## src/rtl/rand_range_sampler.sv

```systemverilog
// Uniform range sampler: slices a 64-bit random word into chunks,
// masks each to the bit-width of limit-1 and rejects values >= limit.
module rand_range_sampler #(
  parameter int CHUNK = 16
) (
  input  logic             clk,
  input  logic             rst,
  input  logic             randomReady,
  input  logic [63:0]      randomValue,
  output logic             read,
  input  logic [CHUNK-1:0] limit,
  output logic             outValid,
  input  logic             outReady,
  output logic [CHUNK-1:0] outValue,
  output logic [15:0]      rejectCount
);

  localparam int N  = 64 / CHUNK;
  localparam int IW = $clog2(N);

  typedef enum logic [1:0] {
    EMPTY,
    EVAL,
    HOLD
  } state_t;

  state_t           state, state_d;
  logic [IW-1:0]    idx, idx_d;
  logic [63:0]      wordReg, word_d;
  logic             valid_d;
  logic [CHUNK-1:0] value_d;
  logic [15:0]      rej_d;

  logic [CHUNK-1:0] lm1, mask, chunk;
  logic             last, accept;

  // Smear limit-1 rightwards; limit=0 wraps to all ones.
  always_comb begin
    lm1  = limit - CHUNK'(1);
    mask = lm1;
    for (int s = 1; s < CHUNK; s = s * 2)
      mask = mask | (mask >> s);
  end

  assign chunk  = wordReg[idx*CHUNK +: CHUNK] & mask;
  assign last   = (idx == IW'(N - 1));
  assign accept = (limit == '0) || (chunk < limit);
  assign read   = rst && (state == EMPTY) && randomReady;

  always_comb begin
    state_d = state;
    idx_d   = idx;
    word_d  = wordReg;
    valid_d = outValid;
    value_d = outValue;
    rej_d   = rejectCount;
    unique case (state)
      EMPTY: begin
        if (randomReady) begin
          word_d  = randomValue;
          idx_d   = '0;
          state_d = EVAL;
        end
      end
      EVAL: begin
        if (accept) begin
          value_d = chunk;
          valid_d = 1'b1;
          state_d = HOLD;
        end else begin
          if (rejectCount != 16'hFFFF)
            rej_d = rejectCount + 16'd1;
          if (last) begin
            state_d = EMPTY;
          end else begin
            idx_d = idx + IW'(1);
          end
        end
      end
      HOLD: begin
        if (outValid && outReady) begin
          valid_d = 1'b0;
          if (last) begin
            state_d = EMPTY;
          end else begin
            idx_d   = idx + IW'(1);
            state_d = EVAL;
          end
        end
      end
      default: state_d = EMPTY;
    endcase
  end

  always_ff @(posedge clk or negedge rst) begin
    if (!rst) begin
      state       <= EMPTY;
      idx         <= '0;
      wordReg     <= '0;
      outValid    <= 1'b0;
      outValue    <= '0;
      rejectCount <= '0;
    end else begin
      state       <= state_d;
      idx         <= idx_d;
      wordReg     <= word_d;
      outValid    <= valid_d;
      outValue    <= value_d;
      rejectCount <= rej_d;
    end
  end

endmodule
```

## config.mk

```make
export PLATFORM = sky130hd
export DESIGN_NAME = rand_range_sampler
export DESIGN_NICKNAME = d
export VERILOG_FILES = /design/src/rtl/rand_range_sampler.sv
export SDC_FILE = /design/constraint.sdc
export NUM_CORES = 1
export LEC_CHECK = 0
export CORE_MARGIN = 1
export CORE_UTILIZATION = 46
export CTS_BUF_LIST = sky130_fd_sc_hd__clkbuf_16
export CTS_CLUSTER_SIZE = 24
export DETAILED_ROUTE_END_ITERATION = 10
export MAX_ROUTING_LAYER = met4
export PLACE_DENSITY_LB_ADDON = 0.15
export SLEW_MARGIN = 40
export SYNTH_ARGS = -nofsm -noshare
export SYNTH_HDL_FRONTEND = slang
export SYNTH_SLANG_ARGS = --single-unit
```

## constraint.sdc

```tcl
create_clock -name clk -period 3.6 [get_ports clk]
set_input_delay 0.72 -clock clk [delete_from_list [all_inputs] [get_ports clk]]
set_output_delay 0.72 -clock clk [all_outputs]
set_load 0.02 [all_outputs]
```

Yosys cells after proc, flatten, opt, wreduce, memory -nomap -nowiden. Index checks and enable logic that the tools add are counted. W data, S select, Z words.

Register bits after elaboration: 101. Latch bits: 0. RAM bits: 0. Bits in read-only memories: 0. Input bits: 84. Word-level logic and storage cells: 54. Memories: 0.

Add/sub/neg operators: 3. Multipliers: 0. Divide/modulo/power cells: 0. Magnitude comparators: 1. Equality and inequality tests: 9. Shift operators: 1. Muxes and demuxes: 14. Bitwise operators: 6. Reduce and logical (&&, ||, !) cells: 14.

Operators with widths (number): $shiftx A64 B7 Y16 (1); $add A16 B1 Y16 const B (1); $and A16 B16 Y16 (1); $logic_not A16 Y1 (1); $lt A16 B16 Y1 (1); $mux W2 (8); $ne A16 B16 Y1 const B (1); $or A16 B12 Y16 (1); $or A16 B14 Y16 (1); $or A16 B15 Y16 (1); $or A16 B8 Y16 (1); $sub A16 B1 Y16 const B (1); $pmux W2 S3 (2); $reduce_and A3 Y1 (3); $ne A2 B2 Y1 const B (4); $eq A2 B2 Y1 const B (2); $reduce_and A2 Y1 (2); $reduce_and A4 Y1 (1); $logic_and A1 B1 Y1 (3); $mux W1 (3); $ne A3 B3 Y1 const B (1); $reduce_bool A3 Y1 (1); $add A2 B1 Y2 const B (1); $eq A2 B1 Y1 const B (1); 5 further kinds (5).

Depth between registers and ports, before layout. Gate-level depths: netlist of run 1.

Depth after elaboration: 10. Mapped depth: 19.

Worst setup path after synthesis of run 1. OpenSTA, ideal clock, no wires.

Path kind: input to register. Start: input limit[5]. End: register outValue[14]. Library setup time: 128 ps. Arrival: 4314 ps. Required time: 3472 ps. Setup slack: -841 ps. Stages on the path: 17. Path through: buf_2 > nor4_2 > buf_4 > nand4_4 > a2111oi_4 > o21ai_2 > and4bb_2 > nand3_1 > o21a_1 > ha_1 > and3_1 > o21a_1 > nor3_1 > o31a_1 > o31ai_2 > buf_2 > mux2_1.

Cells in the longest elaborated chain, start to end: 9.

Ends and longest elaborated chain: start, declared (line 11) `input logic [CHUNK-1:0] limit,`; $sub A16 B1 Y16 (line 39) `lm1 = limit - CHUNK'(1);`; $or A16 B15 Y16 (line 42) `mask = mask | (mask >> s);`; $or A16 B14 Y16 (line 42); $or A16 B12 Y16 (line 42); $or A16 B8 Y16 (line 42); $and A16 B16 Y16 (line 45) `assign chunk = wordReg[idx*CHUNK +: CHUNK] & mask;`; net chunk[3] (line 34) `logic [CHUNK-1:0] lm1, mask, chunk;`; $lt A16 B16 Y1 (line 47) `assign accept = (limit == '0) || (chunk < limit);`; $logic_or A1 B1 Y1 (line 47); $reduce_and A2 Y1 (no source line); end signal, assigned (line 108) `outValue <= value_d;`; end, declared (line 14) `output logic [CHUNK-1:0] outValue,`.

The timed path passes the listed nets, and every way through them passes these cells. A chain may end at the register's enable or synchronous reset.

Final worst setup path of run 1.
Start: input limit[3]. End: register outValue[11].

Same word-level chain as after synthesis.

==> reports/summary.md, run 1 <==
The run finished, with violations left. The final reports fail on DRC, setup timing. Across every metal layer, demand over resource in global routing totals 25.8%.

The width of the chip is 111 um, and the number of clock sinks is 101. The worst setup path is captured at a flop. The number of I/O port buffers came out at 117. Setup repair after global routing could not meet its margin everywhere. The detailed-route wire length per cell was 17.9 um; the vertical extent of the die was 111 um. The die covers 0.0123 mm^2. The layout has 809 filler cells. The worst path uses 121% of the clock period. The first global-routing pass estimated 24000 um of wire. Across the VDD grid, the largest voltage drop is 397 uV. The tools report the type of origin of the critical path as an input port. The largest buffer count on any clock path is 2. For this design the ratio of total power to cell area is 776 mW/mm^2. The area used by sequential logic in the layout came out at 0.00253 mm^2. The min-delay analysis places its worst path in the category input port to async pin.

The run gives 237 as the DRC violation total after the first TritonRoute iteration. TritonCTS built the clock tree. The logs give 14400 um for the total wire length after detailed routing and 41.7% for the max-slew headroom at the worst pin. The delay of the slowest cell on the worst path came out at 0.39 ns. Dividing the detail-routed via count by the number of cells gives 5.40. For this run, the leading register cell type out of synthesis is dfrtp_1. After synthesis, the cell types taking the most area are dfrtp_1, mux2_2, mux4_2. The logs give 3.82 ns for the worst endpoint required time and 6370 uW for the post-route total power. The max-slew violation total from the final report is 0, and the final-layout setup total negative slack is -26.08 ns. The post-synthesis instance total was 443; the layout cell share with drive strength beyond 1 was 40.2%. Of all cell types, the one taking the most synthesized area is dfrtp_1. Routability-driven placement finished with a final weighted congestion of 0.875.

The number of global-route vias before repair is 4681. For the pin with the worst max-slew slack, the measured transition is 0.868 ns. The cell repeated most along the worst path is buf_4. The total clock buffers created by CTS came out at 9. The count of nets left with antenna violations once routing finished came out at 0. For the worst setup path, the data arrival time is 4.56 ns.

At the placement stage, the worst setup path has a slack of -1.62 ns. The number of library cell types mapped by synthesis is 58, and the net count of the finished layout is 762. The logs give 39 for the cell row count and 8 for the length of the first detailed-routing pass in iterations.

The number of max-cap violations was 0; the hold violation count in the final report was 0. The number of warnings printed during yosys synthesis came out at 0. Compared with the post-synthesis result, the final layout area differs by 50.2%. The H-tree was split into 3 levels. Post-layout worst setup margin: -0.741 ns. The leading cell type by number of instances after synthesis is dfrtp_1.

The share of synthesized area in the top cell type comes to 46.2%. The leakage power of the design is 0.00360 uW, and the minimum period implied by the final worst setup slack is 4.34 ns. The finished layout holds 803 standard cells, fillers aside.

Setup violations remaining at the end of the flow were counted as 37. After synthesis the netlist holds a flip-flop and latch count of 101. The number of flops mapped to enable cells by yosys is 0, and the number of nets produced by synthesis is 550.

Clock transition at the registers of the reported paths: 0.07 ns. The signal on the critical path passes through buf_8, nor4_4, buf_4, nand4_4, a2111oi_4, o21ai_2, and4bb_4, nand3_2, o21a_1, ha_4, a211oi_4, nand2_2, buf_4, buf_4, nor3_2, o31a_1, buf_4, o31ai_4, buf_6, buf_12, mux2_4. The core region is 0.0115 mm^2.

Pin placement for this block handled 118 I/O pins. In this run the clock root is driven by a clkbuf_16. The commonest cells after synthesis are dfrtp_1, mux2_2, nand2_1. The repair_antennas step left the layout with diodes totalling 0. The logs give 0.00547 mm^2 for the synthesized area and 71 for the maximum number of pins on one net before global-route repair. In this run, placement finished with an instance count of 772. The insertion delay of the later-clocked pin in the worst-skew pair is 0.34 ns, and the fraction of registers with async set or reset after synthesis is 100%. For the number of antenna violations at the first check in global routing, the log shows 0. After global routing the overflow that remains totals 0. For this configuration, the core starts out at a cell density of 47.5%. Along the worst path, the maximum fanout reaches 5.

For the part of the Yosys area used for sequential elements, the log shows 46.2%. Class of the most critical setup path: input port to flop. The sum of net half-perimeters after detailed placement is 10300 um, and the DRC violation count after routing is 8. Summing over every cut layer, the via total after detailed routing is 4340.

The slowest cell on the critical path is a2111oi_4. The fmax is 0.230 GHz. Across the routed clock network, the largest skew measured is 0.0129 ns. The average cell area after synthesis is 12.3 um^2, and the area occupied by multi-input gates is 0.00310 mm^2. The number of cells on the worst reg-to-reg path is 13.
[worst max-delay path, delay by kind of cell]
family          cells  cell delay (ns)
compound gates      6             1.20
fa+ha+maj           1             0.24
mux                 1             0.29
simple gates        6             1.14
buf+inv             7             0.98
[metal layers]
layer / global-route usage, % / part of all wire [%] / vias to the layer above
met5: - / 0 / -
met4: 6.49 / 1.1 / 0
met1: 33.5 / 44 / 2152
li1: - / - / 2050
met2: 42.3 / 49 / 124
met3: 4.43 / 5.5 / 14
[area by class of cell]
cell class	count	area share, %
Tap cell	143	2.18
Timing Repair Buffer	217	25.0
Clock buffer	9	2.74
Multi-Input combinational cell	303	37.7
Clock inverter	7	0.533
Inverter	23	1.05
Sequential cell	101	30.8
[cell usage in the layout (no fill, tap or decap), types with 4 or more instances in the layout]
master,count
nor3_2,4
nand2_1,22
a21oi_1,7
nor2b_1,4
and2_1,6
and3_1,4
nor2_1,10
nor3_1,8
mux2_2,66
ha_1,19
nand4_1,13
o21a_1,4
buf_6,12
o21ai_0,5
dlygate4sd2_1,6
ha_4,4
buf_4,84
xnor2_1,15
xor2_1,6
mux4_2,16
clkdlybuf4s50_1,104
dfrtp_1,101
mux2_4,15
inv_1,23
nand3_1,10
clkbuf_16,9
[kinds of logic after synthesis]
logic type | Yosys count | share of synthesized area [%]
buffers and inverters | 39 | 2.97
adders and majority gates | 23 | 5.26
muxes | 97 | 23.3
AOI/OAI and AO/OA | 47 | 6.50
and+or+nand+nor | 113 | 12.0
DFF | 101 | 46.2
xor gates and xnor gates | 23 | 3.68
[power breakdown]
part	switching, uW	internal (uW)
Sequential	295	1650
Clock	412	465
Combinational	1440	2110
Total	2150	4220
[timing repair]
action / CTS / global route
pin swaps: 28 / 19
endpoints found under the setup margin: 37 / 37
cloned: 3 / 0
hold buffers: 0 / 0
setup buffers: 12 / 0
resized for setup: 72 / 23
[worst paths after layout]
check	slack, ns	from	to
min reg2reg	0.49	outValue[0]	outValue[0]
max	-0.74	limit[3]	outValue[11]
max reg2reg	0.04	idx[0]	outValue[13]
max in group asynchronous	2.15	rst	wordReg[14]
min in group clk	0.49	outValue[0]	outValue[0]
min	0.46	rst	outValue[6]
[state kept, by name (all words and copies together) (netlist names)]
name         flops
outValid         1
outValue        16
wordReg         64
state            2
idx              2
rejectCount     16
[metrics by stage]
step | utilization (%) | area, um^2 | hold slack [ns]
after floorplan | - | 5580 | 0.424
after global placement | 65.2 | 7510 | 0.475
final | 71.3 | 8210 | 0.457
after CTS | 70.2 | 8080 | 0.462
after global routing | 71.3 | 8210 | 0.479
after detailed placement | 65.2 | 7510 | 0.479
Power figures use the tool's default switching activity.
==> run 2: changes to the inputs <==
--- a/config.mk
+++ b/config.mk
@@ -6,7 +6,7 @@
 export NUM_CORES = 1
 export LEC_CHECK = 0
 export CORE_MARGIN = 1
-export CORE_UTILIZATION = 46
+export CORE_UTILIZATION = 51
 export CTS_BUF_LIST = sky130_fd_sc_hd__clkbuf_16
 export CTS_CLUSTER_SIZE = 24
 export DETAILED_ROUTE_END_ITERATION = 10
@@ -16,3 +16,4 @@
 export SYNTH_ARGS = -nofsm -noshare
 export SYNTH_HDL_FRONTEND = slang
 export SYNTH_SLANG_ARGS = --single-unit
+export TNS_END_PERCENT = 30
==> constraint.sdc (replaced) <==
create_clock -name clk -period 4.1 [get_ports clk]
set_input_delay 0.82 -clock clk [delete_from_list [all_inputs] [get_ports clk]]
set_output_delay 0.82 -clock clk [all_outputs]
set_load 0.02 [all_outputs]
==> reports/summary.md, run 2 (synthesized netlist as in run 1, its figures left out) <==
The flow ran to the end, but the final reports show violations. The checks that failed: setup timing. The number of global-route vias before repair is 4646, and the summed area of non-filler cells in the final layout is 0.00815 mm^2. The run gives 101 as the number of clock sinks.

The die is 106 um wide. Traced cell by cell, the critical path runs through clkdlybuf4s15_1, nor4_4, buf_4, buf_4, buf_4, nand4_1, o21ai_1, a211oi_2, and4bb_4, buf_4, buf_4, nor2b_2, ha_1, buf_4, nand2_1, a21oi_2, a211oi_2, o31a_1, buf_4, o31ai_4, buf_6, buf_16, mux2_2. For the net count of the finished layout, the log shows 755.

The floorplan has 37 rows. The number of antenna diodes in the final layout is 0. For the count of hold buffers inserted by post-cts repair, the log shows 0.

The hold violation count in the final report was 0; the via count was 4362. For met3 alone, demand over resource in global routing was 5.88%. The tools report the global-route congestion overflow total as 0.

The cell family contributing the most delay on the critical path is buffers and inverters. The count of buffers added on input and output ports is 117. The worst pin sits at a relative slew slack of 39.4%. The switching power is 1890 uW, and the number of flip-flops under the largest register name is 64.

The post-layout worst setup margin is -0.372 ns, and the total wire length after detailed routing is 14700 um. The core region is 0.0104 mm^2. Sequential cells burn 30.9% of the power.

For the number of placed instances with taps included, the log shows 758. For met2 alone, demand over resource in global routing was 46.6%. The layout cell share with drive strength beyond 1 was 39.8%.

Setup violations remaining at the end of the flow were counted as 37. From bottom edge to top edge, the die measures 106 um. The worst setup path is of the input port to flop kind. Final core utilization: 78.6%. The tools report the leakage power of the design as 0.00359 uW. In this run the clock root is driven by a clkbuf_16. The actual transition at the worst max-transition pin is 0.899 ns, and the starting density of the core is 52.7%. Timing would allow up to 0.224 GHz. Once detail routing completed, the nets flagged for antenna violations numbered 0. The fraction of met1 tracks used by global routing was 35.1%; the DRC violation total after the first TritonRoute iteration was 215. The clock passes through at most 2 buffers. The combinational share of power is 53.5%.

The vias per cell is 5.53. The endpoint arrival time on the critical path is 4.71 ns, and the worst-case clock skew is 0.0111 ns. The clock transition at the registers of the reported paths is 0.07 ns. Cell internal power was estimated by the tool at 3640 uW. The run gives 0 as the number of max-cap violations. Routability-driven placement finished with a final weighted congestion of 0.883. Clock tree synthesis inserted a total of 9 buffers. 118 I/O pins were placed. The insertion delay of the later-clocked pin in the worst-skew pair was 0.35 ns; the DRC violation count after routing was 0. Ranked by flip-flop count, first place goes to wordReg. The run gives 0.00745 mm^2 as the total placed instance area. Leaving out fill and tap cells, the most frequent cell in the layout is clkdlybuf4s50_1. The smallest clock period supported by the final layout is computed as 4.47 ns. The buffering stage count on the worst path with inverters included was 10. The slowest cell on the critical path is and4bb_4.

Setup repair after global routing could not meet its margin everywhere. Leaving out filler cells and counting taps, the final layout contains 789. For this design the ratio of total power to cell area is 679 mW/mm^2. In the layout the commonest cells are clkdlybuf4s50_1, dfrtp_1, buf_4. The run gives 73 as the maximum number of pins on one net before global-route repair. The run gives 339 uV as the worst vdd rail ir drop. The post-route clock period utilization is 109%.

Among the stages of the critical path, the cell type that occurs most often is buf_4. Classification of the worst-slack hold path: input port to async pin. The worst setup path is captured at a flop.

The first detailed-routing pass took 4 iterations. The worst endpoint required time was 4.34 ns; the detailed-route wire length per cell was 18.6 um. The largest registers in the layout are wordReg (64), outValue (16), rejectCount (16). The run gives 0 as the number of antenna violations at the first check in global routing. The run gives 0 as the max-slew violation total from the final report. In this run switching power makes up 34.2% of total power. The H-tree was split into 3 levels. The floorplan step defined a die boundary enclosing 0.0111 mm^2. Final-layout setup total negative slack: -11.11 ns. Of all nets on the critical path, the largest fanout is 11.

Compared with the post-synthesis result, the final layout area differs by 49.0%. The first global-routing pass estimated 23600 um of wire. After legalization and detailed placement, the total HPWL measured 10500 um. The delay of the slowest cell on the worst path was 0.38 ns. The type of origin of the critical path was an input port.

TritonCTS built the clock tree. Global routing used 28.6% of the available tracks across all layers. Most congested layer reported by global routing: met2. At the placement stage, the worst setup path has a slack of -1.10 ns. The tools report the portion of total power attributed to the clock network as 15.6%.
run 2: cell count changes in the layout (fill, tap and decap cells not counted), moves of 3 or more:
cell,delta
buf_6,-4
buf_4,-3
mux2_4,-3
dlygate4sd2_1,-3
mux2_1,+3
run 2: routing by layer:
| metal | wire length, um | share of wire, % |
|---|---|---|
| met1 | 6150 | 42 |
| met2 | 7470 | 51 |
| met3 | 726 | 4.9 |
| met4 | 344 | 2.3 |
| met5 | 0 | 0 |
run 2: final cells by class:
| class | instances | area [um^2] |
|---|---|---|
| sequential | 101 | 2530 |
| inverter | 23 | 86.3 |
| clock buffer | 9 | 225 |
| fill | 654 | 2220 |
| multi-input combinational | 303 | 3090 |
| timing repair buffer | 210 | 1970 |
| tap | 136 | 170 |
| clock inverter | 7 | 73.8 |
run 2: path summary, 6_finish.rpt:
path | to | cells after the start | from | slack (ns)
hold / removal | outValue[6] | 1 | rst | 0.41
setup reg to reg | rejectCount[13] | 14 | idx[0] | 0.51
max in group asynchronous | wordReg[18] | 2 | rst | 2.72
setup / recovery | outValue[12] | 23 | limit[6] | -0.37
hold reg to reg | rejectCount[10] | 1 | rejectCount[10] | 0.49
min in group clk | rejectCount[10] | 1 | rejectCount[10] | 0.49
run 2: repair_timing:
action / in CTS / in global routing
gates cloned: 1 / 1
setup buffers: 9 / 5
setup endpoints to repair: 37 / 37
resized for setup: 68 / 30
pin swaps: 25 / 28
run 2: power by group through the flow:
stage               Clock, uW  Combinational [uW]  Sequential, uW
floorplan                   0                1530            1760
global placement            0                2550            1680
detailed placement          0                2640            1720
CTS                       880                2820            1710
global route              935                3170            1770
finish                    863                2960            1710
run 2: stage by stage:
| step | power, uW | hold slack [ns] |
|---|---|---|
| after floorplan | 3290 | 0.474 |
| after global placement | 4230 | 0.470 |
| after detailed placement | 4360 | 0.483 |
| after CTS | 5400 | 0.418 |
| after global routing | 5870 | 0.435 |
| final | 5530 | 0.407 |
==> run 3: changes to the inputs <==
--- a/config.mk
+++ b/config.mk
@@ -5,8 +5,10 @@
 export SDC_FILE = /design/constraint.sdc
 export NUM_CORES = 1
 export LEC_CHECK = 0
+export CELL_PAD_IN_SITES_DETAIL_PLACEMENT = 0
+export CELL_PAD_IN_SITES_GLOBAL_PLACEMENT = 2
 export CORE_MARGIN = 1
-export CORE_UTILIZATION = 51
+export CORE_UTILIZATION = 34
 export CTS_BUF_LIST = sky130_fd_sc_hd__clkbuf_16
 export CTS_CLUSTER_SIZE = 24
 export DETAILED_ROUTE_END_ITERATION = 10
==> reports/summary.md, run 3 (synthesized netlist as in run 1, its figures left out) <==
The final core utilization was 52.9%. Setup repair after global routing could not meet its margin everywhere. The checks that failed: setup timing.

Of the available clock period, the critical path in the final layout requires 108%. Global routing used 20.0% of the available tracks. The number of max-cap violations is 0. For the cell row count, the log shows 45. The endpoint arrival time on the critical path is 4.66 ns. Power spread over the standard cell area amounts to 661 mW/mm^2. The number of clock sinks was 101. TritonCTS built the clock tree. The vertical extent of the die came out at 129 um. Leaving out fill and tap cells, the most frequent cells in the layout are clkdlybuf4s50_1, dfrtp_1, buf_4.

The later pin in the worst-skew pair is clocked with a latency of 0.36 ns. For the max-slew headroom at the worst pin, the log shows 60.4%. Wires add up to 14900 um. The layout cell share with drive strength beyond 1 was 39.8%; the leakage power of the design was 0.00355 uW. The number of flip-flops under the largest register name was 64; the worst-case setup slack after placement was -1.23 ns.

For the worst endpoint required time, the log shows 4.34 ns. Entering global routing, the biggest net connects 63 pins. The routability congestion estimate from global placement was 0.825. The run finished, with violations left. The cell family contributing the most delay on the critical path is compound AO/OA/AOI/OAI gates.

The placeable core region was 0.0154 mm^2. The fmax is 0.226 GHz, and the clock transition at the registers of the reported paths is 0.07 ns. The tools report the post-layout instance count excluding filler cells as 870. The number of I/O port buffers is 117. The top fanout value on the critical path was 6; the count of antenna diodes in the layout was 0. STA classifies the critical path startpoint as an input port.

The global-route congestion overflow total was 0. The sum of net half-perimeters after detailed placement is 11000 um. For this design the top-level I/O count stands at 118.

The logs give 0 for the max-slew violation total from the final report and 0 for the number of antenna violations at the first check in global routing. In this run, post-CTS hold repair placed 0 buffers. Once the floorplan was initialized, standard cells occupied 35.4% of the core.

The post-layout worst setup margin came out at -0.325 ns. The number of global-route vias before repair is 4511, and the remaining number of nets flagged by the antenna check after routing is 0. Using the TritonRoute via totals, the vias-per-cell ratio works out to 4.93. Setup violations remaining at the end of the flow were counted as 36. By startpoint and endpoint, the worst setup path is classified as input port to flop. The minimum period implied by the final worst setup slack is 4.43 ns. Hold violation count in the final report: 0. wordReg holds more flip-flops than any other register. The largest registers in the layout are wordReg (64), outValue (16), rejectCount (16). DRC violation total after the first TritonRoute iteration: 142. The tools report the nature of the critical path endpoint as a flop. The length of the first detailed-routing pass in iterations is 4. Compared with the post-synthesis result, the final layout area differs by 49.3%. The classification of the worst-slack hold path is flop to flop. The first global-routing pass estimated 24100 um of wire. Traced cell by cell, the critical path runs through dlygate4sd2_1, buf_6, nor2_4, nand4_1, a2111oi_4, o21ai_2, and4bb_4, nand3_2, o21a_1, ha_4, nand3_2, nand2_2, buf_4, buf_4, nor3_2, o31a_1, buf_4, o31ai_4, buf_6, buf_16, mux2_4. The library cell used most frequently in the layout, excluding fill and tap cells, is clkdlybuf4s50_1. For this run, the slowest stage of the critical path takes 0.42 ns. Actual transition at the worst max-transition pin: 0.594 ns.

In this run, placement finished with an instance count of 841. The level count of the clock H-tree came out at 3. Clock tree synthesis inserted a total of 9 buffers. The longest clock path from root to sink contains 2 buffers. The clock arrives with 0.00931 ns of skew.

The via count was 4289. The slowest cell on the critical path was a2111oi_4. The CTS root buffer is clkbuf_16. After detailed routing, the average wire length per cell comes to 17.1 um. Counting the fill cells in the layout gives 1418. The DRC violation count after routing is 0, and the buffering stage count on the worst path with inverters included is 7. The die covers 0.0166 mm^2. At the end of the flow, the number of nets in the layout was 761.

Across the VDD grid, the largest voltage drop is 255 uV. From left edge to right edge, the die measures 129 um. The cell repeated most along the worst path is buf_4.
run 3: metal layers:
metal / global-route usage, % / routed length, um / part of all wire, % / vias up
met5: - / 0 / 0 / -
met4: 5.12 / 178 / 1.2 / 0
met3: 4.95 / 732 / 4.9 / 14
met2: 30.9 / 7130 / 48 / 90
met1: 26.2 / 6870 / 46 / 2143
li1: - / - / - / 2042
run 3: layout make-up:
class / count / area, um^2 / share of cell area, %
multi-input combinational: 303 / 3040 / 37.3
sequential: 101 / 2530 / 31.0
timing repair buffer: 216 / 1970 / 24.1
tap: 211 / 264 / 3.23
clock buffer: 9 / 225 / 2.76
inverter: 23 / 86.3 / 1.06
clock inverter: 7 / 50.0 / 0.613
run 3: what timing repair did:
action	in CTS	in global routing
setup buffers	10	3
gates resized for setup	69	25
gates cloned	2	0
pin swaps	29	20
setup endpoints to repair	37	37
run 3: power breakdown:
group | switching [uW] | total, uW | internal, uW | leakage, uW
clock | 394 | 810 | 416 | 0.000139
sequential | 263 | 1710 | 1450 | 0.00122
combinational | 1190 | 2880 | 1690 | 0.00219
run 3: per-stage QoR:
step                hold WS (ns)  TNS [ns]  instance area, um^2  power (uW)
global placement           0.473    -38.22                 7590        4300
CTS                        0.505    -13.41                 8110        5440
global route               0.508    -13.88                 8160        5770
detailed placement         0.482    -40.81                 7590        4370
finish                     0.499     -7.16                 8160        5400
floorplan                  0.474     -8.10                 5560        3290
run 3: worst paths after layout:
check                                    start             end  slack [ns]  cells past startpoint
min in group asynchronous                  rst          idx[0]        0.60                      2
worst min-delay path            rejectCount[8]  rejectCount[8]        0.50                      1
worst max register to register          idx[0]     outValue[5]        0.41                     15
worst max-delay path                  limit[1]     outValue[5]       -0.33                     21
max in group asynchronous                  rst     wordReg[16]        2.54                      3
worst min register to register  rejectCount[8]  rejectCount[8]        0.50                      1
